File: config.mk
export PLATFORM = sky130hd
export DESIGN_NAME = hero_write_arb
export DESIGN_NICKNAME = d
export VERILOG_FILES = /design/src/rtl/hero_write_arb.sv
export SDC_FILE = /design/constraint.sdc
export NUM_CORES = 1
export LEC_CHECK = 0
export BUFFER_PORTS_ARGS = -buffer_cell sky130_fd_sc_hd__buf_2
export CAP_MARGIN = 20
export CORE_AREA = 2 2 89 91
export CTS_BUF_LIST = sky130_fd_sc_hd__clkbuf_4
export CTS_CLUSTER_DIAMETER = 40
export DETAILED_ROUTE_END_ITERATION = 7
export DIE_AREA = 0 0 91 93
export GPL_TIMING_DRIVEN = 0
export PLACE_DENSITY = 0.87
export SETUP_SLACK_MARGIN = 0.3
export SLEW_MARGIN = 20
export SYNTH_ARGS = -nofsm -noshare
export SYNTH_HDL_FRONTEND = slang
export SYNTH_SLANG_ARGS = --single-unit
File: constraint.sdc
create_clock -name clk -period 4.9 [get_ports clk]
set_input_delay 0.245 -clock clk [delete_from_list [all_inputs] [get_ports clk]]
set_output_delay 0.245 -clock clk [all_outputs]
set_load 0.01 [all_outputs]
File: src/rtl/hero_write_arb.sv
// hero_write_arb: round-robin arbiter sharing one hero write bus between NUM_REQ sources.
// Whole multi-beat transactions (VALID run terminated by DONE) are granted atomically, and the
// bus is driven from a single registered output stage with downstream backpressure.
//
// Ports:
//   clk, rst_n        clock, asynchronous active-low reset
//   req_valid         per-requester beat valid
//   req_cycle_type    per-requester cycle type (IDLE=0, VALID=1, DONE=2)
//   req_wdat          per-requester beat data
//   req_ready         per-requester accept (one-hot or zero)
//   hero_ready        downstream accepts the current output beat
//   hero_cycle_type   registered bus cycle type
//   hero_wdat         registered bus data
//   hero_clk_en       registered, 1 while the output stage holds a beat
//   grant_id          current or last granted requester
//   busy              1 while a transaction holds the lock
//   err_idle_beat     sticky flag for accepted IDLE / reserved-type beats
module hero_write_arb #(
    parameter int unsigned NUM_REQ    = 4,
    parameter int unsigned HERO_WIDTH = 36
) (
    input  logic                               clk,
    input  logic                               rst_n,
    input  logic [NUM_REQ-1:0]                 req_valid,
    input  logic [NUM_REQ-1:0][1:0]            req_cycle_type,
    input  logic [NUM_REQ-1:0][HERO_WIDTH-1:0] req_wdat,
    output logic [NUM_REQ-1:0]                 req_ready,
    input  logic                               hero_ready,
    output logic [1:0]                         hero_cycle_type,
    output logic [HERO_WIDTH-1:0]              hero_wdat,
    output logic                               hero_clk_en,
    output logic [$clog2(NUM_REQ)-1:0]         grant_id,
    output logic                               busy,
    output logic                               err_idle_beat
);

    localparam int unsigned PtrW    = $clog2(NUM_REQ);
    localparam logic [1:0]  CtIdle  = 2'd0;
    localparam logic [1:0]  CtValid = 2'd1;
    localparam logic [1:0]  CtDone  = 2'd2;

    typedef enum logic {StArb, StLock} state_e;

    state_e                  state_q;
    logic [PtrW-1:0]         rr_ptr_q;
    logic [PtrW-1:0]         grant_id_q;
    logic                    out_vld_q;
    logic [1:0]              out_type_q;
    logic [HERO_WIDTH-1:0]   out_data_q;
    logic                    err_q;

    logic                    slot_free;
    logic                    any_valid;
    logic [PtrW-1:0]         winner;
    logic [PtrW-1:0]         sel;
    logic [PtrW-1:0]         next_ptr;
    logic                    accept;
    logic [1:0]              beat_type;
    logic                    beat_ok;

    // First valid requester at or after rr_ptr, scanning upward with wrap.
    always_comb begin
        logic [PtrW:0] idx;
        idx       = '0;
        any_valid = 1'b0;
        winner    = '0;
        for (int i = 0; i < int'(NUM_REQ); i++) begin
            idx = {1'b0, rr_ptr_q} + (PtrW+1)'(i);
            if (idx >= (PtrW+1)'(NUM_REQ)) begin
                idx = idx - (PtrW+1)'(NUM_REQ);
            end
            if (!any_valid && req_valid[idx[PtrW-1:0]]) begin
                any_valid = 1'b1;
                winner    = idx[PtrW-1:0];
            end
        end
    end

    assign slot_free = !out_vld_q || hero_ready;
    assign sel       = (state_q == StLock) ? grant_id_q : winner;
    assign next_ptr  = (sel == PtrW'(NUM_REQ - 1)) ? '0 : sel + PtrW'(1);

    always_comb begin
        req_ready = '0;
        if (state_q == StLock) begin
            req_ready[grant_id_q] = slot_free;
        end else if (any_valid) begin
            req_ready[winner] = slot_free;
        end
    end

    assign accept    = req_valid[sel] && req_ready[sel];
    assign beat_type = req_cycle_type[sel];
    assign beat_ok   = (beat_type == CtValid) || (beat_type == CtDone);

    always_ff @(posedge clk or negedge rst_n) begin
        if (!rst_n) begin
            state_q    <= StArb;
            rr_ptr_q   <= '0;
            grant_id_q <= '0;
            out_vld_q  <= 1'b0;
            out_type_q <= CtIdle;
            out_data_q <= '0;
            err_q      <= 1'b0;
        end else begin
            // Output stage: reload on accept (no bubble on drain), else clear once drained so
            // the bus reads IDLE/0 straight from the flops.
            if (accept && beat_ok) begin
                out_vld_q  <= 1'b1;
                out_type_q <= beat_type;
                out_data_q <= req_wdat[sel];
            end else if (hero_ready) begin
                out_vld_q  <= 1'b0;
                out_type_q <= CtIdle;
                out_data_q <= '0;
            end

            if (accept) begin
                if (!beat_ok) begin
                    // Malformed beat is swallowed; arbitration state is left untouched.
                    err_q <= 1'b1;
                end else begin
                    grant_id_q <= sel;
                    case (state_q)
                        StArb: begin
                            if (beat_type == CtValid) begin
                                state_q <= StLock;
                            end else begin
                                rr_ptr_q <= next_ptr;
                            end
                        end
                        StLock: begin
                            if (beat_type == CtDone) begin
                                state_q  <= StArb;
                                rr_ptr_q <= next_ptr;
                            end
                        end
                        default: state_q <= StArb;
                    endcase
                end
            end
        end
    end

    assign hero_cycle_type = out_type_q;
    assign hero_wdat       = out_data_q;
    assign hero_clk_en     = out_vld_q;
    assign grant_id        = grant_id_q;
    assign busy            = (state_q == StLock);
    assign err_idle_beat   = err_q;

endmodule

; Word-level counts from Yosys, hierarchy flattened
; Cells that the tools add are included.
[classes]
n_reduce_logical = 17
n_bitwise = 4
addsub = 8
n_lt_le_gt_ge = 13
eq_ne = 5
muxes = 48
[op_table]
columns = op, n
row1 = $mux W36, 3
row2 = $bmux W36 S2, 1
row3 = $mux W2, 15
row4 = $lt A2 B3 Y1 const B, 7
row5 = $mux W1, 16
row6 = $bmux W1 S2, 6
row7 = $ge A3 B3 Y1 const B, 3
row8 = $and A4 B4 Y4, 2
row9 = $mux W4, 2
row10 = $sub A2 B1 Y2 const B, 4
row11 = $logic_and A1 B1 Y1, 7
row12 = $add A2 B2 Y3 const B, 2
row13 = $bmux W2 S2, 1
row14 = $demux W1 S2, 2
row15 = $eq A2 B2 Y1 const B, 2
row16 = $ge A2 B1 Y1 const B, 2
row17 = $logic_not A1 Y1, 4
row18 = $pmux W2 S2, 1
row19 = $reduce_and A2 Y1, 2
row20 = $reduce_and A4 Y1, 1
row21 = $add A2 B1 Y3 const B, 1
row22 = $ge A2 B3 Y1 const B, 1
row23 = $add A2 B1 Y2 const B, 1
row24 = $eq A2 B1 Y1 const B, 1
row25 = 6 further kinds, 8
[word_totals]
reg_bits = 45

; Longest topological paths before layout
[logic_depth]
word_depth = 26
depth_mapped = 16
depth_no_buf = 14

; Least setup slack after synthesis
; No wires, ideal clock.
[synth_path]
path_kind = reg-to-reg
start = register state_q, in the netlist busy
end = register grant_id_q[0], in the netlist grant_id[0]
t_required_ns = 4.775
t_arrival_ns = 3.278
n_path_buf = 5
path_slack_ns = 1.497
period_less_slack_ns = 3.403
stages_incl_launch_ff = 15
path_cell_list = dfrtp_1 -> clkbuf_1 -> or3_1 -> o31a_1 -> buf_6 -> buf_2 -> buf_1 -> o21ai_0 -> inv_1 -> ha_1 -> nor3_2 -> o2bb2ai_2 -> nand2_4 -> buf_12 -> mux2_4
[synth_between]
elab_chain_cells = 6
elab_cells_between_ends = 13
cone_classes = 2 x eq/ne / 8 x mux / 3 x reduce/logical
[synth_rtl]
columns = item, line_no
row1 = "start, declared", 44  ; state_e state_q;
row2 = "start signal, assigned", 98  ; state_q <= StArb;
row3 = "start signal, assigned", 127  ; state_q <= StLock;
row4 = "start signal, assigned", 134  ; state_q <= StArb;
row5 = $mux W2, 80  ; assign sel = (state_q == StLock) ? grant_id_q : winner;
row6 = $bmux W2 S2, 93  ; assign beat_type = req_cycle_type[sel];
row7 = $mux W2 (not written as such), 93
row8 = $eq A2 B1 Y1 or $eq A2 B2 Y1 (tied branches), 94  ; assign beat_ok = (beat_type == CtValid) || (beat_type == CtDone);
row9 = $logic_or A1 B1 Y1, 94
row10 = $reduce_and A2 Y1 (no line), -
row11 = "end signal, assigned", 123  ; grant_id_q <= sel;
row12 = "end, declared", 46  ; logic [PtrW-1:0] grant_id_q;
; Parallel ways exist; a longest one is shown, timed or not. The select of a mux whose other input is x is not followed.
; A chain may end at the register's enable or synchronous reset.

; Worst setup path after layout
[layout_path]
start = register state_q, in the netlist busy
end = register out_data_q[22], in the netlist hero_wdat[22]
[layout_between]
elab_chain_cells = 7
elab_cells_between_ends = 17
cone_classes = 2 x eq/ne / 11 x mux / 4 x reduce/logical
[layout_rtl]
columns = item, line_no
row1 = $mux W2, 80
row2 = $bmux W2 S2, 93
row3 = $mux W2 (not written as such), 93
row4 = $eq A2 B1 Y1 or $eq A2 B2 Y1 (tied branches), 94
row5 = $logic_or A1 B1 Y1, 94
row6 = $logic_and A1 B1 Y1, 108  ; if (accept && beat_ok) begin
row7 = $mux W36 or $reduce_bool A2 Y1 (tied branches), -
row8 = "end signal, assigned", 111  ; out_data_q <= req_wdat[sel];
row9 = "end, declared", 49  ; logic [HERO_WIDTH-1:0] out_data_q;
; Parallel ways exist; a longest one is shown, timed or not. The select of a mux whose other input is x is not followed.

==> out/summary.log <==
qor: cts.path_clk_slew 0.13 ns
qor: hold_path.hold_path_class in2reg
qor: power.power.sequential.fraction 18.0%
qor: final_layout.final_layout_size_suffix_gt1_share 43.3%
qor: drt.routed_via_density 5.35
qor: final_layout.number_of_fill_cells 674
qor: power.p_sw 0.00148 W
qor: final_layout.finalNetCount 784
qor: floorplanning.chipWidth 91 um
qor: power.power.leakage 2.55 nW
qor: floorplanning.floorplan.rows 32
qor: global_route.grt_max_degree 46
qor: cts.cts_max_path_buffers 2
qor: critical_path.r2r_setup_slack 0.82 ns
qor: final_layout.multiInputGateArea 2280 um2
qor: floorplanning.die_height 93 um
qor: sta.fin_tns_setup 0 ns
qor: sta.drv_slew 0
qor: final_layout.most_frequent_standard_cell_in_the_layout_excluding_fill_and_tap_cells sky130_fd_sc_hd__buf_2
qor: synth.post_synthesis_sequential_area_ratio 31.0%
qor: synth.most_frequently_used_flop_master_after_synthesis sky130_fd_sc_hd__dfrtp_1
qor: sta.fin_skew 0.0119 ns
qor: sta.post-route-min-period 4.08 ns
qor: synth.ys_ff_latch 45
qor: cts.clock_buffer_count_from_cts 5
qor: critical_path.critical_path.endpoint hero_wdat[22]
qor: sta.worst_hold_slack 0.257 ns
qor: final_layout.sequential_cell_area 1130 um2
qor: synth.asyncSetResetFlopFracSynth 100%
qor: drt.wire_per_inst 16.0 um
qor: sta.hold_viol 0
qor: run.cap_viol_max_count 0
qor: synth.postSynthAreaPerCell 8.89 um2
qor: final_layout.finalInstanceArea 4850 um2
qor: global_route.first_pass_grt_wire_length 18,200 um
qor: critical_path.reg2reg_from busy
qor: sta.fmax 0.245 GHz
qor: power.clock_power_share 5.3%
qor: critical_path.worst-endpoint-arrival 4.32 ns
qor: floorplanning.io-pin-count 206
qor: place.dp.final_hpwl 9070 um
qor: global_route.number_of_antenna_violations_at_the_first_check_in_global_routing 0
qor: sta.worstMarginPinSlew 0.642 ns
qor: cts.cts.root.buffer_cell sky130_fd_sc_hd__clkbuf_4
qor: place.dpl_worst_slack 0.863 ns
qor: place.routabilityCongestion 0.946
qor: sta.setup-violations-final 0
qor: cts.cts_max_level 2
qor: cts.tritoncts yes
qor: place.numPortBuffers 205
qor: critical_path.critical-path-max-stage-delay 0.54 ns
qor: drt.drtIter0Drc 138
qor: synth.yosysWarningCount 0
qor: final_layout.final_core_utilization 64.5%
qor: power.p_int 0.00173 W
qor: power.pwr_density_cell 661 nW/um2
qor: synth.synth-edff-count 0
qor: power.netSwitchingFraction 46.1%
qor: place.placed_cell_area 4790 um2
qor: critical_path.cp-startpoint busy
qor: global_route.first_global_vias 3,747
qor: drt.detailedRoute.firstPassIterationCount 4
qor: synth.postSynthNetCount 571
qor: global_route.grt-ovfl-total 0
qor: cts.hold_buffers 0
qor: drt.final_antenna_net_count 0
qor: drt.remaining_drc_errors 0
qor: power.ir_worst_vdd 0.000316 V
qor: floorplanning.fp.dieArea 8460 um2
qor: drt.wl 11,600 um
qor: synth.synth.distinct_cells 48
qor: cts.clock_sinks 45
qor: critical_path.path_cells clkbuf_1 > or3_1 > o31a_1 > buf_6 > buf_2 > buf_1 > o21ai_0 > inv_1 > ha_1 > nor3_2 > o2bb2ai_2 > nand2_4 > buf_12 > mux2_4
qor: cts.cts_resized 0
qor: synth.synthTopCellsByArea sky130_fd_sc_hd__dfrtp_1, sky130_fd_sc_hd__mux2_4, sky130_fd_sc_hd__nand2_1
qor: synth.synthesis.area 3640 um2
qor: critical_path.timing.setup.critical_path_class reg2reg
qor: critical_path.cp_max_fo 10
qor: floorplanning.initial_utilization 48.3%
qor: critical_path.crit_required 5.14 ns
qor: critical_path.critical_path.startpoint_type register
qor: global_route.gr-usage-all-layers 26.7%
qor: sta.rsz0062_at_grt false
qor: critical_path.worst_setup_path_end_kind register
qor: synth.synth_largest_type_area_fraction 31.0%
qor: sta.max-slew-margin-rel 57.2%
qor: power.share_comb_of_total_power 76.7%
qor: drt.vias 3,879
qor: sta.setup_ws 0.823 ns
qor: cts.clock_latency 0.36 ns
qor: cts.cts_post_setup_buffers_inserted 0
qor: final_layout.antenna-diode-count 0
qor: final_layout.syn2layout_area_growth 33.4%
qor: critical_path.slowest_stage sky130_fd_sc_hd__o21ai_0
qor: sta.final_min_period_over_clock_period 83.2%
qor: synth.synth_cells 409
qor: critical_path.worstReg2RegEnd hero_wdat[22]
qor: synth.synthDominantAreaCellType sky130_fd_sc_hd__dfrtp_1
qor: critical_path.r2r.worst_path.cells 14
qor: final_layout.layout_common_cells sky130_fd_sc_hd__buf_2, sky130_fd_sc_hd__nand2_1, sky130_fd_sc_hd__dfrtp_1, sky130_fd_sc_hd__nor2b_1
qor: run_status.outcome finished clean
qor: floorplanning.core-area 7530 um2
==> kinds of logic (layout without fill, tap and decap cells) <==
group,Yosys count,in the layout,share of synthesized area (%)
multiplexers,45,45,17.5
AO/OA/AOI/OAI,94,94,18.6
buffers and inverters,40,254,6.19
flip-flops,45,45,31.0
AND/OR/NAND/NOR,182,182,25.7
adder cells (fa/ha/maj),3,3,1.03
==> registers in the layout, summed over array words and instances, names as in the netlist <==
signal and count:
hero_cycle_type 2, err_idle_beat 1, rr_ptr_q 2, hero_clk_en 1, hero_wdat 36, busy 1, grant_id 2
==> per-layer routing <==
| layer | up-vias | routed length [um] | GRT usage, % |
|---|---|---|---|
| met3 | 20 | 788 | 4.75 |
| li1 | 1867 | - | - |
| met5 | - | 0 | 0 |
| met2 | 158 | 5800 | 46.0 |
| met1 | 1834 | 4770 | 33.9 |
| met4 | 0 | 264 | 8.96 |
==> worst min path at each step <==
stage | cells past startpoint | startpoint | endpoint
after floorplan | 0 | rst_n | busy
after global placement | 1 | rst_n | hero_wdat[7]
after detailed placement | 1 | rst_n | hero_wdat[9]
after CTS | 1 | rst_n | hero_wdat[9]
after global routing | 3 | hero_ready | hero_clk_en
final | 3 | hero_ready | hero_clk_en
==> power by group through the flow <==
stage | Clock, W | Sequential (W) | Combinational (W)
finish | 0.000169 | 0.000578 | 0.00246
detailed placement | 0 | 0.000581 | 0.00245
floorplan | 0 | 0.000626 | 0.00180
global placement | 0 | 0.000580 | 0.00239
CTS | 0.000174 | 0.000576 | 0.00246
global route | 0.000194 | 0.000591 | 0.00268
==> critical path, delay by kind of cell, from the launching register on <==
kind / cells / cell delay [ns]
AO/OA/AOI/OAI: 3 / 0.99
multiplexers: 1 / 0.30
adder cells (fa/ha/maj): 1 / 0.34
flip-flops: 1 / 0.42
AND/OR/NAND/NOR: 3 / 0.78
buffers and inverters: 6 / 1.12
==> cells in the mapped netlist, drive strengths merged (2+ instances only) <==
| cell type | n |
|---|---|
| or3 | 3 |
| mux2i | 4 |
| nand2 | 82 |
| nor2 | 4 |
| dfrtp | 45 |
| a21boi | 2 |
| nand2b | 3 |
| o21ai | 4 |
| o21ba | 2 |
| clkbuf | 21 |
| and2 | 37 |
| nor2b | 41 |
| nand3 | 2 |
| buf | 13 |
| a211oi | 38 |
| nor3 | 5 |
| a31oi | 37 |
| ha | 3 |
| a21oi | 2 |
| nor4 | 2 |
| inv | 5 |
| mux2 | 41 |
==> final cells by class <==
class | count | area share, %
plain buffers | 34 | 4.07
clock buffers | 5 | 0.774
clock inverters | 3 | 0.258
inverters | 6 | 0.567
multi-input cells | 324 | 47.1
flip-flops and latches | 45 | 23.2
well taps | 102 | 2.63
repair buffers | 206 | 21.4
==> metrics by stage <==
stage	cells	power, W
floorplan	409	0.00242
global placement	716	0.00297
detailed placement	716	0.00303
CTS	724	0.00321
global route	725	0.00346
finish	725	0.00321
Power figures use the tool's default switching activity.
